==> config.mk <==
export PLATFORM = sky130hd
export DESIGN_NAME = divider_16
export DESIGN_NICKNAME = d
export VERILOG_FILES = /design/src/rtl/divider_16.sv
export SDC_FILE = /design/constraint.sdc
export NUM_CORES = 1
export LEC_CHECK = 0
export BUFFER_PORTS_ARGS = -buffer_cell sky130_fd_sc_hd__buf_2
export CAP_MARGIN = 25
export CORE_UTILIZATION = 54
export CTS_CLUSTER_SIZE = 40
export DETAILED_ROUTE_END_ITERATION = 10
export PLACE_DENSITY = 0.77
export SYNTH_ARGS = -nofsm -noshare
export SYNTH_HDL_FRONTEND = slang
export SYNTH_SLANG_ARGS = --single-unit
==> constraint.sdc <==
create_clock -name I_CLK -period 3.5 [get_ports I_CLK]
set_input_delay 0.175 -clock I_CLK [delete_from_list [all_inputs] [get_ports I_CLK]]
set_output_delay 0.175 -clock I_CLK [all_outputs]
set_load 0.02 [all_outputs]
==> src/rtl/divider_16.sv <==
// rtl/divider_16.sv - signed Q2.13 sequential restoring divider with saturation and divide-by-zero flags
module divider_16 (
  input  logic        I_CLK,
  input  logic        I_RST,
  input  logic        I_VLD,
  input  logic [15:0] I_DIVIDEND,
  input  logic [15:0] I_DIVISOR,
  output logic        O_VLD,
  output logic        O_DIV_BUSY,
  output logic [15:0] O_QUOTIENT,
  output logic        O_OVF,
  output logic        O_DIV_ZERO
);

  typedef enum logic [1:0] {
    ST_IDLE = 2'd0,
    ST_DIV  = 2'd1,
    ST_DONE = 2'd2
  } state_t;

  state_t      state_q, state_d;
  logic [3:0]  cnt_q, cnt_d;
  // Partial remainder; always < |divisor| between iterations, so 16 bits suffice.
  logic [15:0] rem_q, rem_d;
  // Remaining low bits of the 29-bit shifted dividend, consumed MSB first.
  logic [14:0] shf_q, shf_d;
  logic [15:0] dsr_q, dsr_d;
  logic [14:0] quo_q, quo_d;
  logic        sign_q, sign_d;
  logic        dsign_q, dsign_d;
  logic        ovf_q, ovf_d;
  logic        zero_q, zero_d;
  logic [15:0] res_q, res_d;
  logic        res_ovf_q, res_ovf_d;
  logic        res_zero_q, res_zero_d;

  logic [15:0] abs_dividend;
  logic [15:0] abs_divisor;
  logic        ovf_in;
  logic [16:0] trial;
  logic        qbit;

  // Operand magnitudes and the early overflow test used at accept time.
  always_comb begin
    abs_dividend = I_DIVIDEND[15] ? (16'd0 - I_DIVIDEND) : I_DIVIDEND;
    abs_divisor  = I_DIVISOR[15]  ? (16'd0 - I_DIVISOR)  : I_DIVISOR;
    ovf_in       = ({2'b00, abs_dividend} >= {abs_divisor, 2'b00}) && (I_DIVISOR != 16'd0);
  end

  // Next-state logic: accept, one quotient bit per DIV cycle, result formatting on DONE entry.
  always_comb begin
    state_d    = state_q;
    cnt_d      = cnt_q;
    rem_d      = rem_q;
    shf_d      = shf_q;
    dsr_d      = dsr_q;
    quo_d      = quo_q;
    sign_d     = sign_q;
    dsign_d    = dsign_q;
    ovf_d      = ovf_q;
    zero_d     = zero_q;
    res_d      = res_q;
    res_ovf_d  = res_ovf_q;
    res_zero_d = res_zero_q;
    trial      = {rem_q, shf_q[14]};
    qbit       = 1'b0;

    case (state_q)
      ST_IDLE: begin
        if (I_VLD) begin
          state_d = ST_DIV;
          cnt_d   = 4'd0;
          // Top 14 bits of (|dividend| << 13) seed the remainder; below |divisor| when not overflowing.
          rem_d   = {2'b00, abs_dividend[15:2]};
          shf_d   = {abs_dividend[1:0], 13'd0};
          dsr_d   = abs_divisor;
          quo_d   = 15'd0;
          sign_d  = I_DIVIDEND[15] ^ I_DIVISOR[15];
          dsign_d = I_DIVIDEND[15];
          ovf_d   = ovf_in;
          zero_d  = (I_DIVISOR == 16'd0);
        end
      end

      ST_DIV: begin
        if (trial >= {1'b0, dsr_q}) begin
          // True difference is below |divisor|, so the 16-bit wrap is exact.
          rem_d = trial[15:0] - dsr_q;
          qbit  = 1'b1;
        end else begin
          rem_d = trial[15:0];
        end
        quo_d = {quo_q[13:0], qbit};
        shf_d = {shf_q[13:0], 1'b0};
        cnt_d = cnt_q + 4'd1;
        if (cnt_q == 4'd14) begin
          state_d    = ST_DONE;
          cnt_d      = 4'd0;
          res_ovf_d  = ovf_q;
          res_zero_d = zero_q;
          if (zero_q) begin
            res_d = dsign_q ? 16'h8000 : 16'h7FFF;
          end else if (ovf_q) begin
            res_d = sign_q ? 16'h8000 : 16'h7FFF;
          end else if (sign_q && (quo_d != 15'd0)) begin
            res_d = 16'd0 - {1'b0, quo_d};
          end else begin
            res_d = {1'b0, quo_d};
          end
        end
      end

      ST_DONE: begin
        state_d = ST_IDLE;
      end

      default: begin
        state_d = ST_IDLE;
      end
    endcase
  end

  // State and datapath registers with synchronous reset.
  always_ff @(posedge I_CLK) begin
    if (I_RST) begin
      state_q    <= ST_IDLE;
      cnt_q      <= 4'd0;
      rem_q      <= 16'd0;
      shf_q      <= 15'd0;
      dsr_q      <= 16'd0;
      quo_q      <= 15'd0;
      sign_q     <= 1'b0;
      dsign_q    <= 1'b0;
      ovf_q      <= 1'b0;
      zero_q     <= 1'b0;
      res_q      <= 16'd0;
      res_ovf_q  <= 1'b0;
      res_zero_q <= 1'b0;
    end else begin
      state_q    <= state_d;
      cnt_q      <= cnt_d;
      rem_q      <= rem_d;
      shf_q      <= shf_d;
      dsr_q      <= dsr_d;
      quo_q      <= quo_d;
      sign_q     <= sign_d;
      dsign_q    <= dsign_d;
      ovf_q      <= ovf_d;
      zero_q     <= zero_d;
      res_q      <= res_d;
      res_ovf_q  <= res_ovf_d;
      res_zero_q <= res_zero_d;
    end
  end

  // Status outputs are plain decodes of the registered state.
  always_comb begin
    O_VLD      = (state_q == ST_DONE);
    O_DIV_BUSY = (state_q != ST_IDLE);
    O_QUOTIENT = res_q;
    O_OVF      = res_ovf_q;
    O_DIV_ZERO = res_zero_q;
  end

endmodule

==> impl_metrics.yaml, run 1 <==
run_status:
  outcome: "finished, final reports clean"
placement:
  dp_hpwl_um: 9214
  port_buffers: 54
  routabilityCongestion: 0.8786
  placed_area_mm2: 0.005353
timing:
  fin_crit_sh: 0.9005
  finalSetupViolCount: 0
  period_minus_slack_ns: 3.152
  clock.fmax_mhz: 317.3
  slew_headroom: 0.4633
  finalMaxSlewViolations: 0
  worst_slew_pin_slew_ns: 0.8050
  tns_ns: 0
  fin_skew_ns: 0.01387
  hold_violations: 0
  rsz0062_at_grt: "no"
pwr:
  pwr-share-seq: 0.325
  p_leak_nw: 2.326
  p_per_area_mw_per_mm2: 538.6
  p_clk_frac: 0.268
  comb_power_share: 0.407
  switching_share: 0.3741
  vdd_drop_max_uv: 282.5
  intPower_mw: 1.886
  p_switching_mw: 1.127
critical_path:
  arrival_ns: 3.38
  cp-start-kind: "flip-flop"
  crit_slowest_cell: "dfxtp_1"
  end_kind: "flip-flop"
  crit_path_max_fanout: 8
  ff2ff_path_depth: 16
  path_class: "flip-flop to flip-flop"
  worstPathCellList: "inv_1 -> ha_1 -> nor2b_1 -> o21ai_0 -> a31oi_1 -> o21ai_0 -> nand2_1 -> clkinv_1 -> ha_1 -> nand3_1 -> nor3_1 -> nand2_1 -> o21a_1 -> o21ai_0 -> xor2_1 -> a21oi_1"
  cpMostUsedCell: "o21ai_0"
  cpPeakStageDelay_ns: 0.38
  cp_data_required_time_ns: 3.73
global_route:
  grt_antenna_before_repair: 0
  grt-ovfl-total: 0
  grt_pass1_wl_um: 21290
  grt_pass1_vias: 4630
  grt_util_all_layers: 0.2689
  grt_max_degree: 44
clocking:
  ctsResizeCount: 0
  postCtsHoldBufs: 0
  clock_latency_ns: 0.36
  post_cts_buffers: 0
  path_clk_slew_ns: 0.09
  cts.sinks: 76
  cts_root_buf: "clkbuf_8"
  h-tree-depth: 3
  cts_tree: "built"
  cts_buffers: 9
  ctsLongestPathBuffers: 2
cells_and_area:
  antenna-diode-count: 0
  drive_above_1_share: 0.1321
  final_cell_mix: "76 x dfxtp_1, 72 x nor2_1, 59 x nand2_1"
  final_nets: 757
  layout_commonest_cell: "dfxtp_1"
  synthToLayoutAreaGrowth_pct: 10.59
  final_area_mm2: 0.005594
synth:
  synth_nets: 718
  ys_ff_latch: 76
  syn_area_mm2: 0.005059
  syn_avg_cell_area_um2: 7.831
  seq_area_frac_synth: 0.3008
  ys.flop_type: "dfxtp_1"
  ys_types: 58
  yosysWarnings: 0
  syn_inst: 646
  synth-edff-count: 0
  synth-async-reset-ratio: 0
routing:
  post_drt_wl_per_cell_um: 15.78
  first_pass_iters: 5
  wl_um: 12580
  final_antenna_net_count: 0
  vias: 4835
  drt-initial-drc-count: 357
  drc_errors: 0
  viasPerCell: 6.066
die:
  die_y_um: 98.79
  die-width_um: 98.79
  coreArea_mm2: 0.008891
  initial_core_util: 0.5690
  die_area_mm2: 0.009758
  boundaryPins: 55
  rows: 34
run:
  maxCapViolCount: 0
worst_hold_path:
  min_path_cells: 3
  hold_class: "input port to flip-flop"
==> critical path, delay by kind of cell, from the launching register on <==
| kind | cells | cell delay [ns] |
|---|---|---|
| compound gates | 6 | 1.15 |
| simple gates | 5 | 0.70 |
| fa+ha+maj | 2 | 0.48 |
| flops | 1 | 0.38 |
| xor+xnor | 1 | 0.16 |
| buf+inv | 2 | 0.13 |
==> power by group through the flow <==
stage	sequential, mW	combinational [mW]	clock [mW]
floorplan	0.978	0.913	0
global placement	0.993	1.15	0
detailed placement	0.995	1.18	0
CTS	0.977	1.20	0.816
global route	0.986	1.36	0.857
finish	0.979	1.23	0.808
==> sequential cells by signal, indices dropped and copies added, names as in the netlist <==
register / flops
O_QUOTIENT: 16
cnt_q: 4
dsr_q: 16
sign_q: 1
O_OVF: 1
zero_q: 1
quo_q: 14
dsign_q: 1
rem_q: 16
O_DIV_ZERO: 1
state_q: 2
shf_q: 2
ovf_q: 1
==> worst paths after layout <==
check	startpoint	endpoint	slack (ns)
max reg2reg	dsr_q[1]	O_QUOTIENT[5]	0.35
min	I_DIVIDEND[0]	shf_q[13]	0.07
min reg2reg	O_OVF	O_OVF	0.46
max	dsr_q[1]	O_QUOTIENT[5]	0.35
==> area by class of cell <==
type / count / area [µm²]
sequential: 76 / 1521
clock buffer: 9 / 123.9
fill: 796 / 3297
clock inverter: 6 / 111.4
tap: 108 / 135.1
inverter: 33 / 123.9
timing repair buffer: 64 / 345.3
multi-input combinational: 501 / 3233
==> cells in the mapped netlist, drive strengths merged (2+ instances only) <==
cell type	count	area (µm²)
nor4	6	37.54
clkbuf	29	148.9
or2	4	25.02
mux2i	8	80.08
o211ai	4	30.03
o41ai	7	68.82
and3	2	12.51
a211oi	28	210.2
nor2b	9	56.30
nor3	8	45.04
nand3	23	115.1
o31ai	9	67.56
o21ai	38	190.2
o22ai	8	50.05
a21oi	57	285.3
a311oi	2	17.52
nand4b	2	17.52
o21a	3	22.52
inv	32	120.1
o21bai	3	22.52
buf	7	37.54
nand4	5	31.28
or4	5	45.04
nor2	72	270.3
or3	2	17.52
dfxtp	76	1521
a221oi	4	35.03
xor2	26	227.7
nand2	60	227.7
xnor2	23	201.4
a21o	12	90.09
ha	36	450.4
o32ai	6	52.55
a31oi	4	25.02
nand2b	11	68.82
==> per-layer routing <==
metal | share of wire | vias to the layer above | track usage
li1 | - | 2387 | -
met1 | 0.48 | 2258 | 0.3614
met2 | 0.45 | 167 | 0.4352
met3 | 0.058 | 23 | 0.05319
met4 | 0.013 | 0 | 0.08266
met5 | 0 | - | 0
==> cells by family after synthesis <==
logic type,synth area share
simple gates,0.1976
flops,0.3008
buf+inv,0.06134
compound gates,0.2466
mux,0.01583
xor+xnor,0.08484
fa+ha+maj,0.09300
==> metrics by stage <==
step / utilization / total power, mW / hold WS (ns) / worst slack (ns) / std cells
global route: 0.6292 / 3.206 / 0.08963 / 0.01532 / 797
finish: 0.6292 / 3.013 / 0.07139 / 0.3484 / 797
floorplan: - / 1.891 / 0.3110 / 0.02442 / 646
global placement: 0.6020 / 2.144 / 0.4399 / 0.2869 / 782
detailed placement: 0.6020 / 2.177 / 0.4457 / 0.2106 / 782
CTS: 0.6285 / 2.988 / 0.07018 / 0.1988 / 797
(Power assumes the default switching activity.)
==> run 2, diff against run 1 <==
--- a/config.mk
+++ b/config.mk
@@ -7,10 +7,11 @@
 export LEC_CHECK = 0
 export BUFFER_PORTS_ARGS = -buffer_cell sky130_fd_sc_hd__buf_2
 export CAP_MARGIN = 25
-export CORE_UTILIZATION = 54
+export CORE_UTILIZATION = 55
+export CTS_BUF_LIST = sky130_fd_sc_hd__clkbuf_8
 export CTS_CLUSTER_SIZE = 40
 export DETAILED_ROUTE_END_ITERATION = 10
-export PLACE_DENSITY = 0.77
+export PLACE_DENSITY = 0.78
 export SYNTH_ARGS = -nofsm -noshare
 export SYNTH_HDL_FRONTEND = slang
 export SYNTH_SLANG_ARGS = --single-unit
==> run 2 against run 1 <==
Net effect:
- the run now ends with DRC left
- non-clock buffer count up 1
- power down 4.8%
- highest routed layer unchanged
- hold slack better by 0.0043 ns
- largest power group unchanged
- clock skew down 0.0013 ns
==> impl_metrics.yaml, run 2 (synthesis gave the netlist of run 1 again) <==
run_status:
  outcome: "complete, but fails checks"
  violations: "DRC"
cells_and_area:
  layout_commonest_cell: "dfxtp_1"
  final_nets: 758
  drive_above_1_share: 0.1346
  finish.utilization: 0.6316
  synthToLayoutAreaGrowth_pct: 9.943
  antenna-diode-count: 0
  fillers: 808
  final_cell_mix: "76 x dfxtp_1, 72 x nor2_1, 59 x nand2_1"
placement:
  dp_hpwl_um: 9462
  port_buffers: 54
  routabilityCongestion: 0.8760
routing:
  drc_errors: 2
  post_drt_wl_per_cell_um: 15.71
  first_pass_iters: 8
  drt-initial-drc-count: 253
  wl_um: 12550
  final_antenna_net_count: 0
  vias: 4753
  viasPerCell: 5.949
run:
  maxCapViolCount: 0
timing:
  slew_headroom: 0.4797
  fin_skew_ns: 0.01261
  finalMaxSlewViolations: 0
  clock.fmax_mhz: 316.5
  period_minus_slack_ns: 3.160
  tns_ns: 0
  hold_violations: 0
  fin_crit_sh: 0.9028
  rsz0062_at_grt: "no"
  worst_slew_pin_slew_ns: 0.7804
  finalSetupViolCount: 0
worst_hold_path:
  hold_class: "input port to flip-flop"
die:
  boundaryPins: 55
  initial_core_util: 0.5745
  die_y_um: 97.91
  coreArea_mm2: 0.008806
  rows: 34
  die-width_um: 97.91
  die_area_mm2: 0.009585
pwr:
  pwr-share-seq: 0.342
  intPower_mw: 1.743
  power.total_mw: 2.867
  switching_share: 0.3921
  p_per_area_mw_per_mm2: 515.6
  comb_power_share: 0.424
  p_leak_nw: 2.312
  vdd_drop_max_uv: 246.6
  p_switching_mw: 1.124
  p_clk_frac: 0.235
global_route:
  grt-ovfl-total: 0
  grt_util_all_layers: 0.2769
  grt_pass1_wl_um: 21570
  grt_pass1_vias: 4615
  grt_antenna_before_repair: 0
  grt_max_degree: 38
clocking:
  post_cts_buffers: 0
  cts_tree: "built"
  cts_root_buf: "clkbuf_8"
  clock_latency_ns: 0.36
  h-tree-depth: 3
  cts.sinks: 76
  path_clk_slew_ns: 0.08
  cts_buffers: 9
  ctsLongestPathBuffers: 2
critical_path:
  end_kind: "flip-flop"
  arrival_ns: 3.37
  path_class: "flip-flop to flip-flop"
  cp_data_required_time_ns: 3.71
  crit_path_max_fanout: 8
  cp-start-kind: "flip-flop"
run 2: cell types whose count changed in the layout (fill, tap and decap cells not counted), sizes merged:
cell / previous run / this run
buf: 64 / 65
bufinv: 3 / 1
inv: 33 / 34
clkinv: 2 / 3
clkinvlp: 1 / 2
run 2: worst paths after layout:
kind | from | endpoint | slack (ns) | cells past startpoint
hold reg to reg | O_DIV_ZERO | O_DIV_ZERO | 0.46 | 2
setup / recovery | dsr_q[10] | O_QUOTIENT[3] | 0.34 | 16
hold / removal | I_DIVIDEND[0] | shf_q[13] | 0.08 | 3
setup reg to reg | dsr_q[10] | O_QUOTIENT[3] | 0.34 | 16
run 2: layout make-up:
| cell class | count | area, µm² | share of cell area |
|---|---|---|---|
| tap | 108 | 135.1 | 0.02430 |
| multi-input combinational | 501 | 3237 | 0.5820 |
| timing repair buffer | 65 | 352.8 | 0.06344 |
| sequential | 76 | 1521 | 0.2736 |
| inverter | 33 | 123.9 | 0.02227 |
| clock inverter | 7 | 67.56 | 0.01215 |
| clock buffer | 9 | 123.9 | 0.02227 |
run 2: stage by stage:
stage	cells	setup slack, ns	hold slack (ns)	instance area (µm²)
global placement	783	0.2788	0.4389	5360
detailed placement	783	0.1835	0.4490	5360
CTS	799	0.1447	0.07639	5552
global route	799	0.02730	0.07530	5562
finish	799	0.3402	0.07564	5562
floorplan	646	0.02442	0.3110	5059
run 2: power by group through the flow:
stage	registers [mW]	logic [mW]	clock network, mW
2_1_floorplan	0.978	0.913	0
3_3_place_gp	0.993	1.15	0
3_5_place_dp	0.997	1.18	0
4_1_cts	0.977	1.19	0.682
5_1_grt	0.989	1.35	0.721
6_report	0.979	1.22	0.673
run 2: worst max-delay path, stage by stage (launching register included):
cell,delay [ns]
dfxtp_1,0.34
inv_1,0.05
ha_1,0.31
a21o_1,0.21
nand3_1,0.09
a21oi_1,0.07
a2111oi_2,0.39
nand2_1,0.13
clkinv_1,0.07
ha_1,0.20
nand3_1,0.14
nor3_1,0.21
nand2_1,0.12
o21a_1,0.28
o31ai_1,0.14
xor2_1,0.19
a21oi_1,0.09
run 2: what timing repair did:
| item | in CTS | in global routing |
|---|---|---|
| endpoints found under the setup margin | 0 | 10 |
| resized for setup | 0 | 5 |
| hold buffers | 0 | 0 |
run 2: routing by layer:
layer,GRT usage,share of wire,up-vias
met1,0.3650,0.47,2233
met3,0.03937,0.047,16
met4,0.08741,0.013,0
met2,0.4670,0.47,116
li1,-,-,2388
met5,0,0,-
==> run 3, diff against run 2 <==
==> constraint.sdc (replaced) <==
create_clock -name I_CLK -period 3.5 [get_ports I_CLK]
set_input_delay 0.7 -clock I_CLK [delete_from_list [all_inputs] [get_ports I_CLK]]
set_output_delay 0.7 -clock I_CLK [all_outputs]
set_load 0.02 [all_outputs]
==> run 3 against run 2 <==
Net effect:
- the run still ends with DRC left
- clock power rose by 8.3%
- utilization increased by 1.7 points
- hold slack improved by 0.39 ns
- power increased by 3.4%
- highest routed layer unchanged
- global-route usage increased by 0.64 points
- sequential cell count stayed put
- sequential share of layout area decreased by 0.71 points
- largest cell class unchanged
- first-iteration DRC count up 27%
- final cell count up 1.9%
- register-to-register slack lost 0.03 ns
==> impl_metrics.yaml, run 3 (synthesis gave the netlist of run 1 again) <==
run_status:
  outcome: "complete, but fails checks"
  violations: "DRC"
clocking:
  path_clk_slew_ns: 0.08
  cts_root_buf: "clkbuf_8"
  ctsLongestPathBuffers: 2
  cts_tree: "built"
  postCtsHoldBufs: 0
  cts.sinks: 76
  post_cts_buffers: 0
  cts_buffers: 9
  clock_latency_ns: 0.35
  ctsResizeCount: 0
  h-tree-depth: 3
placement:
  pre_cts_ws_ns: -0.1799
  dp_hpwl_um: 9672
  port_buffers: 54
  placed_area_mm2: 0.005480
  routabilityCongestion: 0.8508
global_route:
  grt_max_degree: 39
  grt_antenna_before_repair: 0
  grt_pass1_wl_um: 22210
  grt-ovfl-total: 0
  grt_util_all_layers: 0.2833
  grt_pass1_vias: 4794
timing:
  fin_crit_sh: 0.9635
  tns_ns: 0
  finalMaxSlewViolations: 0
  worst_slew_pin_slew_ns: 0.7544
  slew_headroom: 0.4953
  finalSetupViolCount: 0
  period_minus_slack_ns: 3.372
  holdWs_ns: 0.4624
  clock.fmax_mhz: 296.5
  fin_skew_ns: 0.01198
  rsz0062_at_grt: "no"
  hold_violations: 0
  worst_slack_ns: 0.1278
die:
  initial_core_util: 0.5745
  coreArea_mm2: 0.008806
  die_y_um: 97.91
  rows: 34
  die_area_mm2: 0.009585
  die-width_um: 97.91
  boundaryPins: 55
cells_and_area:
  final_cell_mix: "76 x dfxtp_1, 72 x nor2_1, 59 x nand2_1"
  seq_area_mm2: 0.001521
  multi_input_area_mm2: 0.003246
  antenna-diode-count: 0
  drive_above_1_share: 0.1572
  synthToLayoutAreaGrowth_pct: 12.89
  final_nets: 774
  finish.utilization: 0.6485
  layout_commonest_cell: "dfxtp_1"
  final_area_mm2: 0.005710
  fillers: 735
routing:
  first_pass_iters: 8
  vias: 4924
  viasPerCell: 6.049
  wl_um: 13050
  drc_errors: 2
  drt-initial-drc-count: 321
  final_antenna_net_count: 0
  post_drt_wl_per_cell_um: 16.03
pwr:
  p_leak_nw: 2.403
  vdd_drop_max_uv: 330.9
  p_per_area_mw_per_mm2: 519.3
critical_path:
  r2r-end: "O_QUOTIENT[13]"
  path_class: "input port to flip-flop"
  critPathLaunch: "I_DIVIDEND[7]"
  regToRegSetupSlack_ns: 0.31
  crit_path_max_fanout: 3
  end_kind: "flip-flop"
  ff2ff_path_depth: 16
  worstReg2RegStart: "dsr_q[10]"
  cp-endpoint: "ovf_q"
  cp_data_required_time_ns: 3.71
  cp-start-kind: "input port"
  arrival_ns: 3.58
run:
  maxCapViolCount: 0
worst_hold_path:
  hold_class: "flip-flop to flip-flop"
==> run 3: worst min path at each step <==
stage / startpoint / end / depth (start not counted)
5_1_grt: O_DIV_ZERO / O_DIV_ZERO / 2
4_1_cts: O_OVF / O_OVF / 2
2_1_floorplan: dsr_q[15] / dsr_q[15] / 2
3_3_place_gp: dsr_q[15] / dsr_q[15] / 2
3_5_place_dp: O_OVF / O_OVF / 2
6_report: O_OVF / O_OVF / 2
==> run 3: critical path, stage by stage <==
cell and delay, ns:
buf_2 0.10, or4_1 0.56, or4_1 0.53, o31ai_1 0.26, xnor2_1 0.18, ha_1 0.28, a21oi_1 0.15, nor2b_1 0.06
o21ai_0 0.24, nand2b_1 0.12, a211oi_1 0.29, o41ai_2 0.10
==> run 3: cell type report <==
type | instances | area share
clock inverter | 6 | 0.01534
clock buffer | 9 | 0.02169
inverter | 33 | 0.02169
multi-input combinational | 501 | 0.5684
tap | 108 | 0.02366
timing repair buffer | 81 | 0.08282
sequential | 76 | 0.2664
==> run 3: power by group <==
| group | internal, mW | switching, mW |
|---|---|---|
| clock network | 0.399 | 0.330 |
| registers | 0.925 | 0.0541 |
| logic | 0.507 | 0.751 |
==> run 3: per-stage QoR <==
| stage | power [mW] | std cells |
|---|---|---|
| after floorplan | 1.891 | 646 |
| after global placement | 2.154 | 799 |
| after detailed placement | 2.198 | 799 |
| after CTS | 2.935 | 814 |
| after global routing | 3.149 | 814 |
| final | 2.966 | 814 |
==> run 3: layer usage <==
metal  vias to the layer above  track usage  part of all wire
met5                         -            0                 0
met4                         0       0.1037             0.021
met3                        27      0.05798             0.068
met2                       177       0.4827              0.47
met1                      2296       0.3529              0.44
li1                       2424            -                 -
